[config.mk]
export PLATFORM = sky130hd
export DESIGN_NAME = pe_seq_ctrl
export DESIGN_NICKNAME = d
export VERILOG_FILES = /design/src/rtl/pe_seq_pkg.sv /design/src/rtl/pe_seq_addr_gen.sv /design/src/rtl/pe_seq_ctrl.sv
export SDC_FILE = /design/constraint.sdc
export NUM_CORES = 1
export LEC_CHECK = 0
export ABC_CLOCK_PERIOD_IN_PS = 3000
export CORE_MARGIN = 4
export CORE_UTILIZATION = 45
export CTS_CLUSTER_DIAMETER = 80
export DETAILED_ROUTE_END_ITERATION = 8
export PLACE_DENSITY_LB_ADDON = 0.3
export SLEW_MARGIN = 5
export SYNTH_ARGS = -nofsm -noshare
export SYNTH_HDL_FRONTEND = slang
export SYNTH_HIERARCHICAL = 1
export SYNTH_SLANG_ARGS = --single-unit
[constraint.sdc]
create_clock -name clk -period 3 [get_ports clk]
set_input_delay 0.6 -clock clk [delete_from_list [all_inputs] [get_ports clk]]
set_output_delay 0.6 -clock clk [all_outputs]
set_load 0.05 [all_outputs]
[src/rtl/pe_seq_pkg.sv]
// Shared types and constants for the PE sequencer.
package pe_seq_pkg;

  typedef enum logic [1:0] {
    IDLE  = 2'd0,
    RUN   = 2'd1,
    DRAIN = 2'd2,
    DONE  = 2'd3
  } seq_state_t;

  // Bit positions inside pe_ctl.
  localparam int PE_CTL_FIRST = 0;
  localparam int PE_CTL_LAST  = 1;

  // Neuron and weight SRAM read latency, in cycles.
  localparam int RD_LAT = 1;

endpackage

[src/rtl/pe_seq_addr_gen.sv]
// Chunk / output / linear read counters for the PE sequencer.
// The counters advance once per issued read and are frozen otherwise.
module pe_seq_addr_gen
  import pe_seq_pkg::*;
#(
  parameter int CNT_W = 12
) (
  input  logic               clk,
  input  logic               rst,
  input  logic               clear,
  input  logic               adv,
  input  logic [CNT_W-1:0]   cfg_chunks,
  input  logic [CNT_W-1:0]   cfg_outs,
  output logic [CNT_W-1:0]   chunk,
  output logic [2*CNT_W-1:0] lin,
  output logic               first_chunk,
  output logic               last_chunk,
  output logic               last_issue
);

  logic [CNT_W-1:0] out_idx;

  // Step chunk within an output, wrap into the next output, and count the linear weight index.
  always_ff @(posedge clk) begin
    if (rst || clear) begin
      chunk   <= '0;
      out_idx <= '0;
      lin     <= '0;
    end else if (adv) begin
      lin <= lin + 1'b1;
      if (last_chunk) begin
        chunk   <= '0;
        out_idx <= out_idx + 1'b1;
      end else begin
        chunk <= chunk + 1'b1;
      end
    end
  end

  // Position flags for the read about to be issued.
  always_comb begin
    first_chunk = (chunk == '0);
    last_chunk  = (chunk == cfg_chunks - 1'b1);
    last_issue  = last_chunk && (out_idx == cfg_outs - 1'b1);
  end

endmodule

[src/rtl/pe_seq_ctrl.sv]
// Sequencer for the 512-bit parallel PE: issues neuron/weight SRAM reads,
// aligns pe_vld/pe_ctl with the returned data and writes PE results out.
//
//   state | meaning
//   ------+-------------------------------------------------------------
//   IDLE  | waiting for start; cfg latched on acceptance
//   RUN   | issuing one neuron+weight read per cycle unless hold
//   DRAIN | all reads issued; waiting for the remaining result writes
//   DONE  | single-cycle done pulse, then back to IDLE
module pe_seq_ctrl
  import pe_seq_pkg::*;
#(
  parameter int ADDR_W = 12,
  parameter int CNT_W  = 12
) (
  input  logic              clk,
  input  logic              rst,
  input  logic              start,
  input  logic [CNT_W-1:0]  cfg_chunks,
  input  logic [CNT_W-1:0]  cfg_outs,
  input  logic [ADDR_W-1:0] cfg_nrn_base,
  input  logic [ADDR_W-1:0] cfg_wgt_base,
  input  logic [ADDR_W-1:0] cfg_res_base,
  input  logic              hold,
  output logic              busy,
  output logic              done,
  output logic              nrn_rd_en,
  output logic [ADDR_W-1:0] nrn_rd_addr,
  output logic              wgt_rd_en,
  output logic [ADDR_W-1:0] wgt_rd_addr,
  output logic              pe_vld,
  output logic [1:0]        pe_ctl,
  input  logic              pe_res_vld,
  input  logic [31:0]       pe_result,
  output logic              res_wr_en,
  output logic [ADDR_W-1:0] res_wr_addr,
  output logic [31:0]       res_wr_data
);

  seq_state_t state, state_nxt;

  logic [CNT_W-1:0]  chunks_q, outs_q;
  logic [ADDR_W-1:0] nrn_base_q, wgt_base_q, res_base_q;
  logic [CNT_W-1:0]  res_idx;

  logic              accept;
  logic              issue;
  logic              wr_accept;
  logic [CNT_W-1:0]  chunk;
  logic [2*CNT_W-1:0] lin;
  logic              first_chunk, last_chunk, last_issue;
  logic [1:0]        ctl_issue;

  logic [RD_LAT-1:0]      vld_pipe;
  logic [RD_LAT-1:0][1:0] ctl_pipe;

  assign accept    = (state == IDLE) && start;
  assign issue     = (state == RUN) && !hold;
  assign wr_accept = pe_res_vld && ((state == RUN) || (state == DRAIN));

  pe_seq_addr_gen #(.CNT_W(CNT_W)) u_addr_gen (
    .clk         (clk),
    .rst         (rst),
    .clear       (accept),
    .adv         (issue),
    .cfg_chunks  (chunks_q),
    .cfg_outs    (outs_q),
    .chunk       (chunk),
    .lin         (lin),
    .first_chunk (first_chunk),
    .last_chunk  (last_chunk),
    .last_issue  (last_issue)
  );

  // FSM state register.
  always_ff @(posedge clk) begin
    if (rst) state <= IDLE;
    else     state <= state_nxt;
  end

  // Job configuration is captured once per job so mid-job cfg changes are harmless.
  always_ff @(posedge clk) begin
    if (rst) begin
      chunks_q   <= '0;
      outs_q     <= '0;
      nrn_base_q <= '0;
      wgt_base_q <= '0;
      res_base_q <= '0;
    end else if (accept) begin
      chunks_q   <= cfg_chunks;
      outs_q     <= cfg_outs;
      nrn_base_q <= cfg_nrn_base;
      wgt_base_q <= cfg_wgt_base;
      res_base_q <= cfg_res_base;
    end
  end

  // Next-state logic; an empty job skips straight to the done pulse.
  always_comb begin
    state_nxt = state;
    case (state)
      IDLE: begin
        if (start) begin
          if ((cfg_chunks == '0) || (cfg_outs == '0)) state_nxt = DONE;
          else                                         state_nxt = RUN;
        end
      end
      RUN:     if (issue && last_issue) state_nxt = DRAIN;
      DRAIN:   if (res_idx == outs_q)   state_nxt = DONE;
      DONE:    state_nxt = IDLE;
      default: state_nxt = IDLE;
    endcase
  end

  // Status and read-port outputs; addresses are zeroed when no read is issued.
  always_comb begin
    busy        = (state != IDLE) || (accept && !rst);
    done        = (state == DONE);
    nrn_rd_en   = issue;
    wgt_rd_en   = issue;
    nrn_rd_addr = '0;
    wgt_rd_addr = '0;
    ctl_issue   = 2'b00;
    if (issue) begin
      nrn_rd_addr             = nrn_base_q + ADDR_W'(chunk);
      wgt_rd_addr             = wgt_base_q + ADDR_W'(lin);
      ctl_issue[PE_CTL_FIRST] = first_chunk;
      ctl_issue[PE_CTL_LAST]  = last_chunk;
    end
  end

  // Delay vld/ctl by the SRAM read latency so they meet the read data at the PE.
  always_ff @(posedge clk) begin
    if (rst) begin
      vld_pipe <= '0;
      ctl_pipe <= '0;
    end else begin
      vld_pipe[0] <= issue;
      ctl_pipe[0] <= ctl_issue;
      for (int i = 1; i < RD_LAT; i++) begin
        vld_pipe[i] <= vld_pipe[i-1];
        ctl_pipe[i] <= ctl_pipe[i-1];
      end
    end
  end

  assign pe_vld = vld_pipe[RD_LAT-1];
  assign pe_ctl = ctl_pipe[RD_LAT-1];

  // Register each PE result into the result buffer at the next sequential index.
  always_ff @(posedge clk) begin
    if (rst) begin
      res_wr_en   <= 1'b0;
      res_wr_addr <= '0;
      res_wr_data <= '0;
      res_idx     <= '0;
    end else begin
      res_wr_en <= wr_accept;
      if (accept) begin
        res_idx <= '0;
      end else if (wr_accept) begin
        res_wr_addr <= res_base_q + ADDR_W'(res_idx);
        res_wr_data <= pe_result;
        res_idx     <= res_idx + 1'b1;
      end
    end
  end

endmodule
======== Word-level counts from Yosys, hierarchy flattened ========
Cells that the tools add are included.
word-level totals
  register bits ........................... 170
  bits of input ports ..................... 97
  output and inout port bits .............. 76
  word-level logic and storage cells ...... 65
cells by class
  $add $sub $neg .......................... 9
  equality and inequality tests ........... 9
  mux-type cells .......................... 8
  bitwise logic cells ..................... 2
  reductions and logical operators ........ 22
operator list
  operator                 count
  $add A12 B1 Y12 const B  3
  $add A12 B12 Y12         3
  $eq A12 B12 Y1           3
  $logic_not A12 Y1        3
  $mux W12                 3
  $add A24 B1 Y24 const B  1
  $sub A12 B1 Y12 const B  2
  $mux W2                  4
  $pmux W2 S4              1
  $logic_and A1 B1 Y1      6
  $eq A2 B2 Y1 const B     2
  $logic_or A1 B1 Y1       4
  $ne A2 B1 Y1 const B     2
  $reduce_and A2 Y1        2
  $reduce_or A2 Y1         2
  $reduce_and A3 Y1        1
  $eq A2 B1 Y1 const B     1
  $logic_not A1 Y1         2
  $logic_not A2 Y1         1
  $ne A2 B2 Y1 const B     1
  $not A1 Y1               2
  $reduce_bool A2 Y1       1

======== Logic depth before layout (Yosys ltp) ========
Gate-level depths: netlist of the first run.
  depth after elaboration ................. 6
  gate-level depth with buffers ........... 13

======== Modules after synthesis ========
The synthesis of the first run kept the hierarchy.
modules (own cells, without submodules)
  module           instances  cells each  area each (um^2)  seq. area each (um^2)
  pe_seq_ctrl      1          794         6164.7            2442.3
  pe_seq_addr_gen  1          373         2975.4            960.9

======== Least setup slack after synthesis of the first run ========
Ideal clock, no wire load.
  kind .................................... input port to flip-flop
  start point ............................. input hold
  end point ............................... register u_addr_gen.lin[16]
  library setup time ...................... 0.070 ns
  arrival time ............................ 3.128 ns
  path slack .............................. -0.198 ns
  cell stages on the path ................. 10
  path through ............................ nand2b_1 clkbuf_1 inv_2 clkbuf_1 clkbuf_1 nand4_1 nor2_1 nand4_1 or3_1 a21oi_1
on the way
  cells in the longest elaborated chain, start to end .. 2
ends and longest elaborated chain
  what                    RTL line               text
  start: declaration      pe_seq_ctrl.sv:24      input logic hold,
  $logic_not A1 Y1        pe_seq_ctrl.sv:58      assign issue = (state == RUN) && !hold;
  $logic_and A1 B1 Y1     pe_seq_ctrl.sv:58
  via nrn_rd_en           pe_seq_ctrl.sv:27      output logic nrn_rd_en,
  end signal: assignment  pe_seq_addr_gen.sv:30  lin <= lin + 1'b1;
  end: declaration        pe_seq_addr_gen.sv:15  output logic [2*CNT_W-1:0] lin,
The timed path passes the listed nets, and every way through them passes these cells.
A chain may end at the register's enable or synchronous reset.

======== Worst setup path after layout of the first run ========
  start point ............................. register nrn_base_q[0]
  end point ............................... output nrn_rd_addr[4]
on the way
  cells in the longest elaborated chain, start to end .. 2
ends and longest elaborated chain
  what                      RTL line            text
  start: declaration        pe_seq_ctrl.sv:43   logic [ADDR_W-1:0] nrn_base_q, wgt_base_q, res_base_q;
  start signal: assignment  pe_seq_ctrl.sv:92   nrn_base_q <= cfg_nrn_base;
  $add A12 B12 Y12          pe_seq_ctrl.sv:125  nrn_rd_addr = nrn_base_q + ADDR_W'(chunk);
  $mux W12                  pe_seq_ctrl.sv:124  if (issue) begin
  end: declaration          pe_seq_ctrl.sv:28   output logic [ADDR_W-1:0] nrn_rd_addr,
No other way between the ends.

==> results of run 1 <==
==> critical path: cells and delay by family (launching register included) <==
kind / cells / cell delay [ps]
compound gates: 2 / 370
fa+ha+maj: 2 / 500
buf+inv: 7 / 760
flops: 1 / 350
simple gates: 1 / 140
==> worst paths after layout <==
check	slack [ps]	to	cells after the start
max	-140	nrn_rd_addr[4]	12
min	450	res_wr_data[31]	2
max reg2reg	230	state[0]	13
min reg2reg	450	res_wr_data[31]	2
==> area by class of cell <==
type / instances / area (sq um)
Tap cell: 260 / 325
Multi-Input combinational cell: 867 / 5400
Fill cell: 1611 / 6870
Sequential cell: 158 / 3170
Clock inverter: 11 / 105
Clock buffer: 21 / 480
Timing Repair Buffer: 218 / 2360
Inverter: 29 / 109
==> sequential cells by signal (all words and copies together) (netlist names) <==
signal / cells
res_base_q: 12
nrn_base_q: 12
res_wr_data: 32
res_idx: 12
u_addr_gen/chunk: 12
state: 2
u_addr_gen/out_idx: 12
res_wr_en: 1
chunks_q: 12
pe_ctl: 2
u_addr_gen/lin: 12
wgt_base_q: 12
res_wr_addr: 12
outs_q: 12
pe_vld: 1
==> stage by stage <==
step / setup TNS (ps) / std cells
6_report: -387 / 1564
5_1_grt: -1090 / 1564
4_1_cts: -549 / 1559
3_5_place_dp: 0 / 1516
3_3_place_gp: 0 / 1516
2_1_floorplan: 0 / 1109
==> what timing repair did <==
| action | 4_1_cts | 5_1_grt |
|---|---|---|
| pin swaps | 14 | 16 |
| setup buffers | 11 | 5 |
| gates cloned | 0 | 0 |
| endpoints found under the setup margin | 10 | 16 |
| gates resized for setup | 33 | 22 |
==> per-layer routing <==
metal	GRT usage [%]	wire, um	share of wire (%)
met3	5.52	1660	6.8
met5	0	0	0
met4	8.14	563	2.3
met2	35.6	11100	45
met1	29.1	11100	46
==> power breakdown <==
| group | leakage [nW] | total, mW | internal [mW] | switching [mW] |
|---|---|---|---|---|
| logic | 2.88 | 3.22 | 1.23 | 1.98 |
| clock network | 0.290 | 2.12 | 1.24 | 0.887 |
| registers | 1.29 | 2.62 | 2.38 | 0.239 |
==> out/metrics.cfg, run 1 <==
[status]
status=finished with violations
violations=negative setup slack

[drt]
via_count=8447
viasPerCell=5.40
drtAntennaViolNets=0
post_drt_wl_per_cell_um=15.6
dr.pass1.iters=5
drt-initial-drc-count=477
drcViolationCount=0
finalWirelength_mm=24.4

[layout]
drive_gt1_share_pct=13.5
mostFrequentLayoutCells=251 x nand2_1, 149 x dfxtp_1, 144 x clkdlybuf4s50_1
final_common_cell=nand2_1
n_antenna_cell=0
final_area_sq_um=12000
syn_to_final_growth_pct=38.3
fin_nets=1436
final_util_pct=63.5

[global_routing]
groute.usage.overall_pct=22.2
grt_start_max_net_pins=43
antenna_found_initial=0
grt_pass1_vias=8128
grt_first_pass_wirelength_mm=39.5
grt_overflow_total=0

[worst_setup_path]
slowest_stage=fa_2
crit_top_cell=buf_4
slowest_delay_ps=360
timing.rr.start=outs_q[0]
cp-start-kind=register
cp-end-kind=primary output
critical_path_class=reg -> out
cp_max_fo=2
critical_path_required_ps=2400
setup.worst_path.start=nrn_base_q[0]
crit_chain=ha_4 > inv_2 > fa_2 > nor2b_4 > buf_4 > buf_4 > buf_4 > buf_4 > buf_4 > o21ai_2 > a211oi_2 > clkbuf_16
arrival_ps=2540

[synthesis]
synthCells=1109
syn_avg_cell_area_sq_um=7.80
yosysWarnings=6
synth_area_sq_um=8650
syn_nets=1254

[floorplanning]
rows=50
core_sq_um=18800
start_util_pct=45.9
die_height_um=147
ios=173
fp.dieArea_sq_um=21500
die_w_um=147

[clock_network]
clockBufferDepth=2
htreeDepth=4
cts.root.buffer_cell=clkbuf_16
cts_tree=yes
clkLatencyLatePin_ps=430
numClockSinks=158
numCtsBuffers=17
clk_pin_slew_worst_paths_ps=60
postCtsHoldBufs=0

[timing]
hold_viol=0
setup_ws_ps=-139
period_minus_slack_ps=3140
rsz0062_at_grt=true
drv_slew=0
finalClockSkew_ps=7.45
setup_viol=7
fin_hold_ws_ps=453
slew_headroom_pct=60.1
min_period_over_period_pct=105
fmax_mhz=319
tightest_slew_ps=597

[place]
portBuffers=172
placed_area_sq_um=11000
dpl.hpwl_mm=17.5
dp_slack_ps=28.4
place_congestion=0.950

[power_and_ir_drop]
peakVddDrop_mv=0.457
power_density_nw_per_um2=665
p_leak_nw=4.46
p_total_mw=7.96

[min_path]
hp-class=reg -> reg
hold_start=res_wr_data[31]

[run]
drv_cap=0

No activity file was read; power rests on OpenSTA's default activity.
==> inputs of run 2 (changes only) <==
--- a/config.mk
+++ b/config.mk
@@ -8,7 +8,7 @@
 export ABC_CLOCK_PERIOD_IN_PS = 3000
 export CORE_MARGIN = 4
 export CORE_UTILIZATION = 45
-export CTS_CLUSTER_DIAMETER = 80
+export CTS_CLUSTER_DIAMETER = 200
 export DETAILED_ROUTE_END_ITERATION = 8
 export PLACE_DENSITY_LB_ADDON = 0.3
 export SLEW_MARGIN = 5
@@ -16,3 +16,4 @@
 export SYNTH_HDL_FRONTEND = slang
 export SYNTH_HIERARCHICAL = 1
 export SYNTH_SLANG_ARGS = --single-unit
+export TNS_END_PERCENT = 100
==> results of run 2 <==
Final layout, timing and power as in run 1 (identical DEF).
